<file path="config.mk">
export PLATFORM = sky130hd
export DESIGN_NAME = can_frame_tx
export DESIGN_NICKNAME = d
export VERILOG_FILES = /design/src/rtl/can_tdc_pkg.sv /design/src/rtl/can_bit_timer.sv /design/src/rtl/can_frame_tx.sv
export SDC_FILE = /design/constraint.sdc
export NUM_CORES = 1
export LEC_CHECK = 0
export CAP_MARGIN = 20
export CELL_PAD_IN_SITES_DETAIL_PLACEMENT = 0
export CELL_PAD_IN_SITES_GLOBAL_PLACEMENT = 1
export CORE_ASPECT_RATIO = 0.8
export CORE_MARGIN = 2
export CORE_UTILIZATION = 45
export DETAILED_ROUTE_END_ITERATION = 12
export GPL_TIMING_DRIVEN = 0
export HOLD_SLACK_MARGIN = 0.03
export PLACE_DENSITY = 0.95
export SYNTH_ARGS = -nofsm -noshare
export SYNTH_HDL_FRONTEND = slang
export SYNTH_SLANG_ARGS = --single-unit
</file>
<file path="constraint.sdc">
create_clock -name CLK -period 4.65 [get_ports CLK]
set_clock_uncertainty 0.05 [all_clocks]
set_input_delay 0.465 -clock CLK [delete_from_list [all_inputs] [get_ports CLK]]
set_output_delay 0.465 -clock CLK [all_outputs]
set_load 0.02 [all_outputs]
</file>
<file path="src/rtl/can_tdc_pkg.sv">
// Shared constants and types for the CAN transmit / TDC front-end blocks.
package can_tdc_pkg;

  // Bus levels on the CAN logic line.
  localparam logic RECESSIVE = 1'b1;
  localparam logic DOMINANT  = 1'b0;

  // Five equal bits force a complement stuff bit.
  localparam int STUFF_RUN = 5;
  // End-of-frame plus inter-frame space, in bit times.
  localparam int EOF_BITS  = 10;

  typedef enum logic [1:0] {
    IDLE  = 2'd0,
    DATA  = 2'd1,
    STUFF = 2'd2,
    EOF   = 2'd3
  } tx_state_e;

  // Level of the stuff bit that follows a run of 'last'.
  function automatic logic stuff_level(input logic last);
    return (last == RECESSIVE) ? DOMINANT : RECESSIVE;
  endfunction

endpackage

</file>
<file path="src/rtl/can_bit_timer.sv">
// Bit-time tick counter: counts 0..BIT_TICKS-1 and flags the last tick of
// each bit. Also used by the receive-side sampler.
module can_bit_timer #(
  parameter int BIT_TICKS = 50
) (
  input  logic CLK,
  input  logic RST,
  input  logic clear,
  output logic bit_end
);

  localparam int CW = (BIT_TICKS > 1) ? $clog2(BIT_TICKS) : 1;
  localparam logic [CW-1:0] LAST = CW'(BIT_TICKS - 1);

  logic [CW-1:0] cnt;

  if (BIT_TICKS < 2 || BIT_TICKS > 65535) begin : g_bad_ticks
    $error("can_bit_timer: BIT_TICKS out of range 2..65535");
  end

  // Free-running modulo-BIT_TICKS count, held at zero while cleared.
  always_ff @(posedge CLK or negedge RST) begin
    if (!RST)                     cnt <= '0;
    else if (clear || cnt == LAST) cnt <= '0;
    else                          cnt <= cnt + CW'(1);
  end

  assign bit_end = (cnt == LAST);

endmodule

</file>
<file path="src/rtl/can_frame_tx.sv">
// CAN bit-stream transmitter: shifts out a raw frame MSB first, inserts
// stuff bits after five equal levels, then holds recessive for EOF + IFS.
module can_frame_tx
  import can_tdc_pkg::*;
#(
  parameter int BIT_TICKS = 50,
  parameter int FRAME_W   = 64,
  parameter int LEN_W     = 7
) (
  input  logic               CLK,
  input  logic               RST,
  input  logic               LOAD,
  input  logic [FRAME_W-1:0] FRAME,
  input  logic [LEN_W-1:0]   LEN,
  output logic               READY,
  output logic               BUSY,
  output logic               CAN_TX,
  output logic               EDGE,
  output logic               STUFF_BIT,
  output logic               DONE
);

  localparam int EC_W = $clog2(EOF_BITS);
  localparam logic [LEN_W-1:0] LEN_MAX  = LEN_W'(FRAME_W);
  localparam logic [2:0]       RUN_MAX  = 3'(STUFF_RUN);
  localparam logic [EC_W-1:0]  EOF_LAST = EC_W'(EOF_BITS - 1);

  if ((2 ** LEN_W) <= FRAME_W) begin : g_bad_len_w
    $error("can_frame_tx: LEN_W too narrow for FRAME_W");
  end

  tx_state_e          state, state_n;
  logic               first, first_n;   // accepted, first bit not yet driven
  logic [FRAME_W-1:0] sh, sh_n;         // payload, next bit at the MSB
  logic [LEN_W-1:0]   len_q, len_n;
  logic [LEN_W-1:0]   idx, idx_n;       // payload bits already driven
  logic [2:0]         run, run_n;       // equal-level run, 1..5
  logic [EC_W-1:0]    eof_cnt, eof_n;
  logic               tx_n;
  logic               bit_end;
  logic               clear;

  // Hold the bit timer at zero until the first bit goes out, so every bit
  // (including the first) lasts exactly BIT_TICKS cycles.
  assign clear = (state == IDLE) || first;

  can_bit_timer #(.BIT_TICKS(BIT_TICKS)) u_timer (
    .CLK     (CLK),
    .RST     (RST),
    .clear   (clear),
    .bit_end (bit_end)
  );

  // Next-state and next-bit selection; a new bit is chosen on the first
  // step after acceptance and at every bit boundary thereafter.
  always_comb begin
    state_n = state;
    first_n = first;
    sh_n    = sh;
    len_n   = len_q;
    idx_n   = idx;
    run_n   = run;
    eof_n   = eof_cnt;
    tx_n    = CAN_TX;
    case (state)
      IDLE: begin
        tx_n = RECESSIVE;
        if (LOAD && (LEN != '0)) begin
          state_n = DATA;
          first_n = 1'b1;
          sh_n    = FRAME;
          len_n   = (LEN > LEN_MAX) ? LEN_MAX : LEN;
          idx_n   = '0;
        end
      end
      DATA, STUFF: begin
        if (first) begin
          first_n = 1'b0;
          tx_n    = sh[FRAME_W-1];
          sh_n    = sh << 1;
          idx_n   = LEN_W'(1);
          run_n   = 3'd1;
        end else if (bit_end) begin
          if (run == RUN_MAX) begin
            // Stuff check runs before the end-of-payload check so a run
            // finishing on the last payload bit still gets its stuff bit.
            state_n = STUFF;
            tx_n    = stuff_level(CAN_TX);
            run_n   = 3'd1;
          end else if (idx < len_q) begin
            state_n = DATA;
            tx_n    = sh[FRAME_W-1];
            sh_n    = sh << 1;
            idx_n   = idx + LEN_W'(1);
            run_n   = (sh[FRAME_W-1] == CAN_TX) ? run + 3'd1 : 3'd1;
          end else begin
            state_n = EOF;
            tx_n    = RECESSIVE;
            eof_n   = '0;
          end
        end
      end
      EOF: begin
        tx_n = RECESSIVE;
        if (bit_end) begin
          if (eof_cnt == EOF_LAST) state_n = IDLE;
          else                     eof_n   = eof_cnt + EC_W'(1);
        end
      end
      default: state_n = IDLE;
    endcase
  end

  // FSM, shift register and counters.
  always_ff @(posedge CLK or negedge RST) begin
    if (!RST) begin
      state   <= IDLE;
      first   <= 1'b0;
      sh      <= '0;
      len_q   <= '0;
      idx     <= '0;
      run     <= 3'd1;
      eof_cnt <= '0;
    end else begin
      state   <= state_n;
      first   <= first_n;
      sh      <= sh_n;
      len_q   <= len_n;
      idx     <= idx_n;
      run     <= run_n;
      eof_cnt <= eof_n;
    end
  end

  // Bus line and its transition marker, registered together.
  always_ff @(posedge CLK or negedge RST) begin
    if (!RST) begin
      CAN_TX <= RECESSIVE;
      EDGE   <= 1'b0;
    end else begin
      CAN_TX <= tx_n;
      EDGE   <= (tx_n != CAN_TX);
    end
  end

  assign READY     = (state == IDLE);
  assign BUSY      = ~READY;
  assign STUFF_BIT = (state == STUFF);
  assign DONE      = (state == EOF) && bit_end && (eof_cnt == EOF_LAST);

endmodule

</file>
After elaboration in Yosys (flattened, before gate mapping)
Cells that the tools add are included.
{ "totals": {"ff_bits": 96, "input_bits": 74, "output_inout_bits": 6, "wordCells": 97} }
{ "classes": {"n_addsub": 4, "order_cmp": 2, "eq_ne": 19, "muxes": 42, "bitwise_logic": 1, "reduce_logical": 19} }
{ "ops": {"columns": ["cell", "count"], "rows": [
  ["2-to-1 mux 64 bit", 5],
  ["case mux 64 bit (2 select lines)", 1],
  ["2-to-1 mux 7 bit", 6],
  ["2-to-1 mux 4 bit", 6],
  ["2-to-1 mux 3 bit", 5],
  ["2-to-1 mux 2 bit", 7],
  ["inequality test 2 bit, second input constant", 7],
  ["case mux 7 bit (2 select lines)", 1],
  ["AND reduction 5 bit", 2],
  ["inequality test 3 bit, second input constant", 3],
  ["case mux 4 bit (2 select lines)", 1],
  ["adder 7 x 1 -> 7 bit, second input constant", 1],
  ["greater-than comparator 7 bit, second input constant", 1],
  ["less-than comparator 7 bit", 1],
  ["AND reduction 7 bit", 1],
  ["nonzero test 7 bit", 1],
  ["adder 6 x 1 -> 6 bit, second input constant", 1],
  ["equality test 6 bit, second input constant", 1],
  ["2-to-1 mux 1 bit", 6],
  ["2-to-1 mux 6 bit", 1],
  ["case mux 2 bit (3 select lines)", 1],
  ["nonzero test 2 bit", 3],
  ["adder 4 x 1 -> 4 bit, second input constant", 1],
  ["equality test 2 bit, second input constant", 2],
  ["16 further kinds", 22]
]} }

Longest topological paths before layout
{ "depth": {"word_depth": 7, "ltp_mapped": 10} }

Hierarchy
A second synthesis with hierarchy kept.
{ "hier_totals": {"cells_unflattened": 422, "hier_area_um2": 5285.1} }
{ "by_module_without_submodules": {"columns": ["mod", "n_inst", "cells_each", "area_per_inst_um2", "seq_area_each_um2"], "rows": [
  ["can_frame_tx", 1, 396, 5003.5, 2254.7],
  ["can_bit_timer", 1, 26, 281.5, 150.1]
]} }

Worst setup path before layout
Ideal clock, no wire load.
{ "synth_timing": {"path_kind": "flip-flop to flip-flop", "start": "reg idx[4]", "end": "reg eof_cnt[0]", "arrival_time_ns": 2.035, "path_slack_ns": 2.438, "stages_incl_launch_ff": 8, "path_buffers": 0, "period_less_slack_ns": 2.212, "path_cell_list": "dfrtp_1 ha_1 a211o_1 o211ai_2 o311ai_4 and4_1 a21oi_1 mux2_1"} }
{ "synth_via": {"elab_chain_len": 3} }
{ "synth_rtl": {"columns": ["item", "line", "source"], "rows": [
  ["start, declared", "can_frame_tx.sv:36", "logic [LEN_W-1:0] idx, idx_n;"],
  ["start signal, assigned", "can_frame_tx.sv:129", "idx <= idx_n;"],
  ["less-than comparator 7 bit", "can_frame_tx.sv:90", "end else if (idx < len_q) begin"],
  ["inequality test 2 bit (no line)", null, null],
  ["AND reduction 7 bit (no line)", null, null],
  ["end signal, assigned", "can_frame_tx.sv:131", "eof_cnt <= eof_n;"],
  ["end, declared", "can_frame_tx.sv:38", "logic [EC_W-1:0] eof_cnt, eof_n;"]
]} }
Every way passes these cells.
A chain may end at the register's enable or synchronous reset.

Worst setup path in the final report
{ "layout_timing": {"start": "reg state[1]", "end": "reg idx[6]"} }
{ "layout_via": {"elab_chain_len": 4, "word_cells_on_any_way": 11, "cone_classes": "eq/ne (6); mux (1); reduce/logical (4)"} }
{ "layout_rtl": {"columns": ["item", "line", "source"], "rows": [
  ["start, declared", "can_frame_tx.sv:32", "tx_state_e state, state_n;"],
  ["start signal, assigned", "can_frame_tx.sv:125", "state <= state_n;"],
  ["equality test 2 bit or equality test 2 x 1 -> 1 bit (tied branches)", "can_frame_tx.sv:65", "case (state)"],
  ["OR reduction 2 bit", "can_frame_tx.sv:65", null],
  ["inequality test 3 bit (no line) or nonzero test 2 bit (tied branches)", null, null],
  ["AND reduction 5 bit (no line)", null, null]
]} }
Several ways; a longest one is shown, not always the timed one.

==> flow_summary.yaml <==
synth:
  synth.cell_area_mm2: 0.00508
  ys_types: 57
  post-synth-top-count-cell: "dfrtp_1"
  synth-edff-count: 0
  ys_seq_elements: 96
  netlist_instances: 499
  postSynthNetCount: 590
  synthArstFlopShare_pct: 100
  ys_seq_area_share_pct: 47.4
  synth_top_area_share_pct: 46.3
  synth_ff_type: "dfrtp_1"
  ys_top_cells_by_area: "dfrtp_1 (46%), mux2i_1 (13%), o21ai_0 (7.5%)"
  yosysTopAreaCell: "dfrtp_1"
  synth.avg_cell_area_um2: 10.2
  synth_common_cells: "dfrtp_1 (94), o21ai_0 (76), o21ai_1 (70), mux2i_1 (64), clkbuf_1 (20)"
  yosys_warnings: 0
final_layout:
  final_cells: 739
  fin_nets: 681
  post-route-util_pct: 58.5
  register_area_mm2: 0.00240
  multi_input_comb_area_mm2: 0.00243
  stdcell_area_mm2: 0.00639
  nFillCells: 956
  area_growth_pct: 25.9
  drive_gt1_share_pct: 7.23
  diodes: 0
placed_design:
  dpl.cell_count: 723
  portBuffers: 79
  dp_hpwl_mm: 8.60
  dpl_cell_area_mm2: 0.00607
  gp_routability_congestion: 0.768
drt:
  wl_per_cell_um: 16.1
  final_antenna_net_count: 0
  route.detailed.drc: 0
  drtIter0Drc: 286
  wirelength_mm: 11.9
  vias: 4106
  routed_via_density: 5.56
  drt_pass1_iterations: 5
timing:
  finalCritPeriodShare_pct: 56.7
  setup_violations: 0
  finalHoldViolCount: 0
  rsz0062_at_grt: "no"
  fmax_ghz: 0.379
  drv_slew: 0
  fin_crit_ns: 2.64
  hold_ws_ns: 0.122
  max_slew_margin_pct: 52.3
  tightest_slew_ns: 0.716
critical_path:
  cp.required_ns: 4.87
  start_kind: "flip-flop"
  worst_setup_path_end_kind: "flip-flop"
  r2r_start: "state[1]"
  crit_type: "reg -> reg"
  arrival_ns: 2.85
  cp_max_fo: 10
  cp-startpoint: "state[1]"
die:
  row_count: 34
  dieArea_mm2: 0.0122
  start_util_pct: 46.4
  die_w_um: 123
  die_h_um: 99.0
  ios: 80
  coreArea_mm2: 0.0109
clock_tree:
  cts_buffers: 9
  cts_root_buf: "clkbuf_16"
  ctsHoldBuffers: 0
  h-tree-depth: 3
  cts.sinks: 96
  post-cts-setup-buffer-count: 0
  clk_pin_slew_ns: 0.07
  clk_latency_ns: 0.33
  cts_tree: "yes"
  cts_resized: 0
  cts_buffer_depth: 2
pwr:
  pwr-share-seq_pct: 29.7
  total_power_mw: 4.57
  p_comb_share_pct: 53.0
  switchingPower_mw: 1.94
  p_per_area_mw_per_mm2: 715
  clkPwrFrac_pct: 17.3
  internal_power_mw: 2.63
  switching_share_pct: 42.5
  leakage_nw: 2.84
  peakVddDrop_mv: 0.276
grt:
  grt_max_degree: 53
  grt-ovfl-total: 0
  antenna_found_initial: 0
  track_usage_pct: 20.6
  grt_pass1_wl_mm: 19.9
  grt_pass1_vias: 4219
run:
  maxCapViolations: 0
run_status:
  status: "complete, no violations"
min_path:
  hp-class: "in -> async"
==> layout make-up <==
class	count	area share, %
tap	144	2.82
clock inverter	7	1.51
buffer	34	2.84
timing repair buffer	80	12.8
clock buffer	9	3.52
multi-input combinational	352	38.0
sequential	96	37.6
inverter	17	0.998
==> state kept, by name, indices dropped and copies added, names as in the netlist, 2 cells and up <==
register / flops
eof_cnt: 4
idx: 7
len_q: 7
run: 3
sh: 64
state: 2
u_timer.cnt: 6
==> power groups by stage <==
stage               Sequential (mW)  Combinational, mW  Clock [mW]
floorplan                      1.32               1.82           0
global placement               1.35               2.34           0
detailed placement             1.37               2.43           0
CTS                            1.36               2.43       0.809
global route                   1.40               2.71       0.837
finish                         1.36               2.42       0.790
==> routing by layer <==
metal | up-vias | part of all wire, % | track usage, %
met3 | 11 | 4.2 | 3.59
met2 | 88 | 48 | 33.4
met4 | 0 | 1.1 | 5.75
met1 | 2012 | 47 | 28.3
li1 | 1995 | - | -
met5 | - | 0 | 0
==> per-stage QoR <==
stage	setup slack [ns]	TNS, ns
floorplan	2.44	0
global placement	-0.509	-47.20
detailed placement	1.74	0
CTS	2.02	0
global route	1.76	0
finish	2.01	0
==> cells in the final DEF (no fill, tap or decap), types with 3 or more instances in the layout <==
cell type,instances
clkbuf_16,9
nand2_1,19
o21ai_1,70
buf_2,4
or4_1,3
nand3_1,10
a21o_1,4
o31ai_1,6
buf_6,5
ha_1,17
xnor2_1,3
inv_1,17
mux2i_1,64
nor2b_1,3
o21ai_0,76
nand2b_1,3
clkdlybuf4s50_1,78
a21oi_1,7
dfrtp_1,94
nand3b_1,7
nor2_1,15
nor3_1,3
buf_4,4
clkinv_4,3
clkbuf_1,20
==> final timing paths <==
kind / slack [ns] / cells past startpoint / end
setup / recovery: 2.01 / 8 / idx[6]
hold / removal: 0.12 / 1 / eof_cnt[3]
setup reg to reg: 2.01 / 8 / idx[6]
hold reg to reg: 0.45 / 1 / sh[0]
max in group asynchronous: 3.71 / 2 / CAN_TX
min in group CLK: 0.45 / 1 / sh[0]
==> logic make-up (layout without fill, tap and decap cells) <==
family / Yosys count / in the layout / synth area share, %
AOI/OAI and AO/OA: 184 / 184 / 20.7
DFF: 96 / 96 / 47.4
and+or+nand+nor: 81 / 81 / 9.19
muxes: 65 / 65 / 12.8
buffers and inverters: 51 / 147 / 4.83
adders and majority gates: 17 / 17 / 4.19
xor gates and xnor gates: 5 / 5 / 0.863
==> worst max-delay path, stage by stage, from the launching register on <==
cell and delay [ns]:
dfrtp_1 0.42, inv_1 0.09, ha_1 0.39, buf_2 0.29, inv_1 0.13, nor2_2 0.35
nand2_1 0.20, or4_1 0.56, nand3_1 0.10
(Power assumes the default switching activity.)
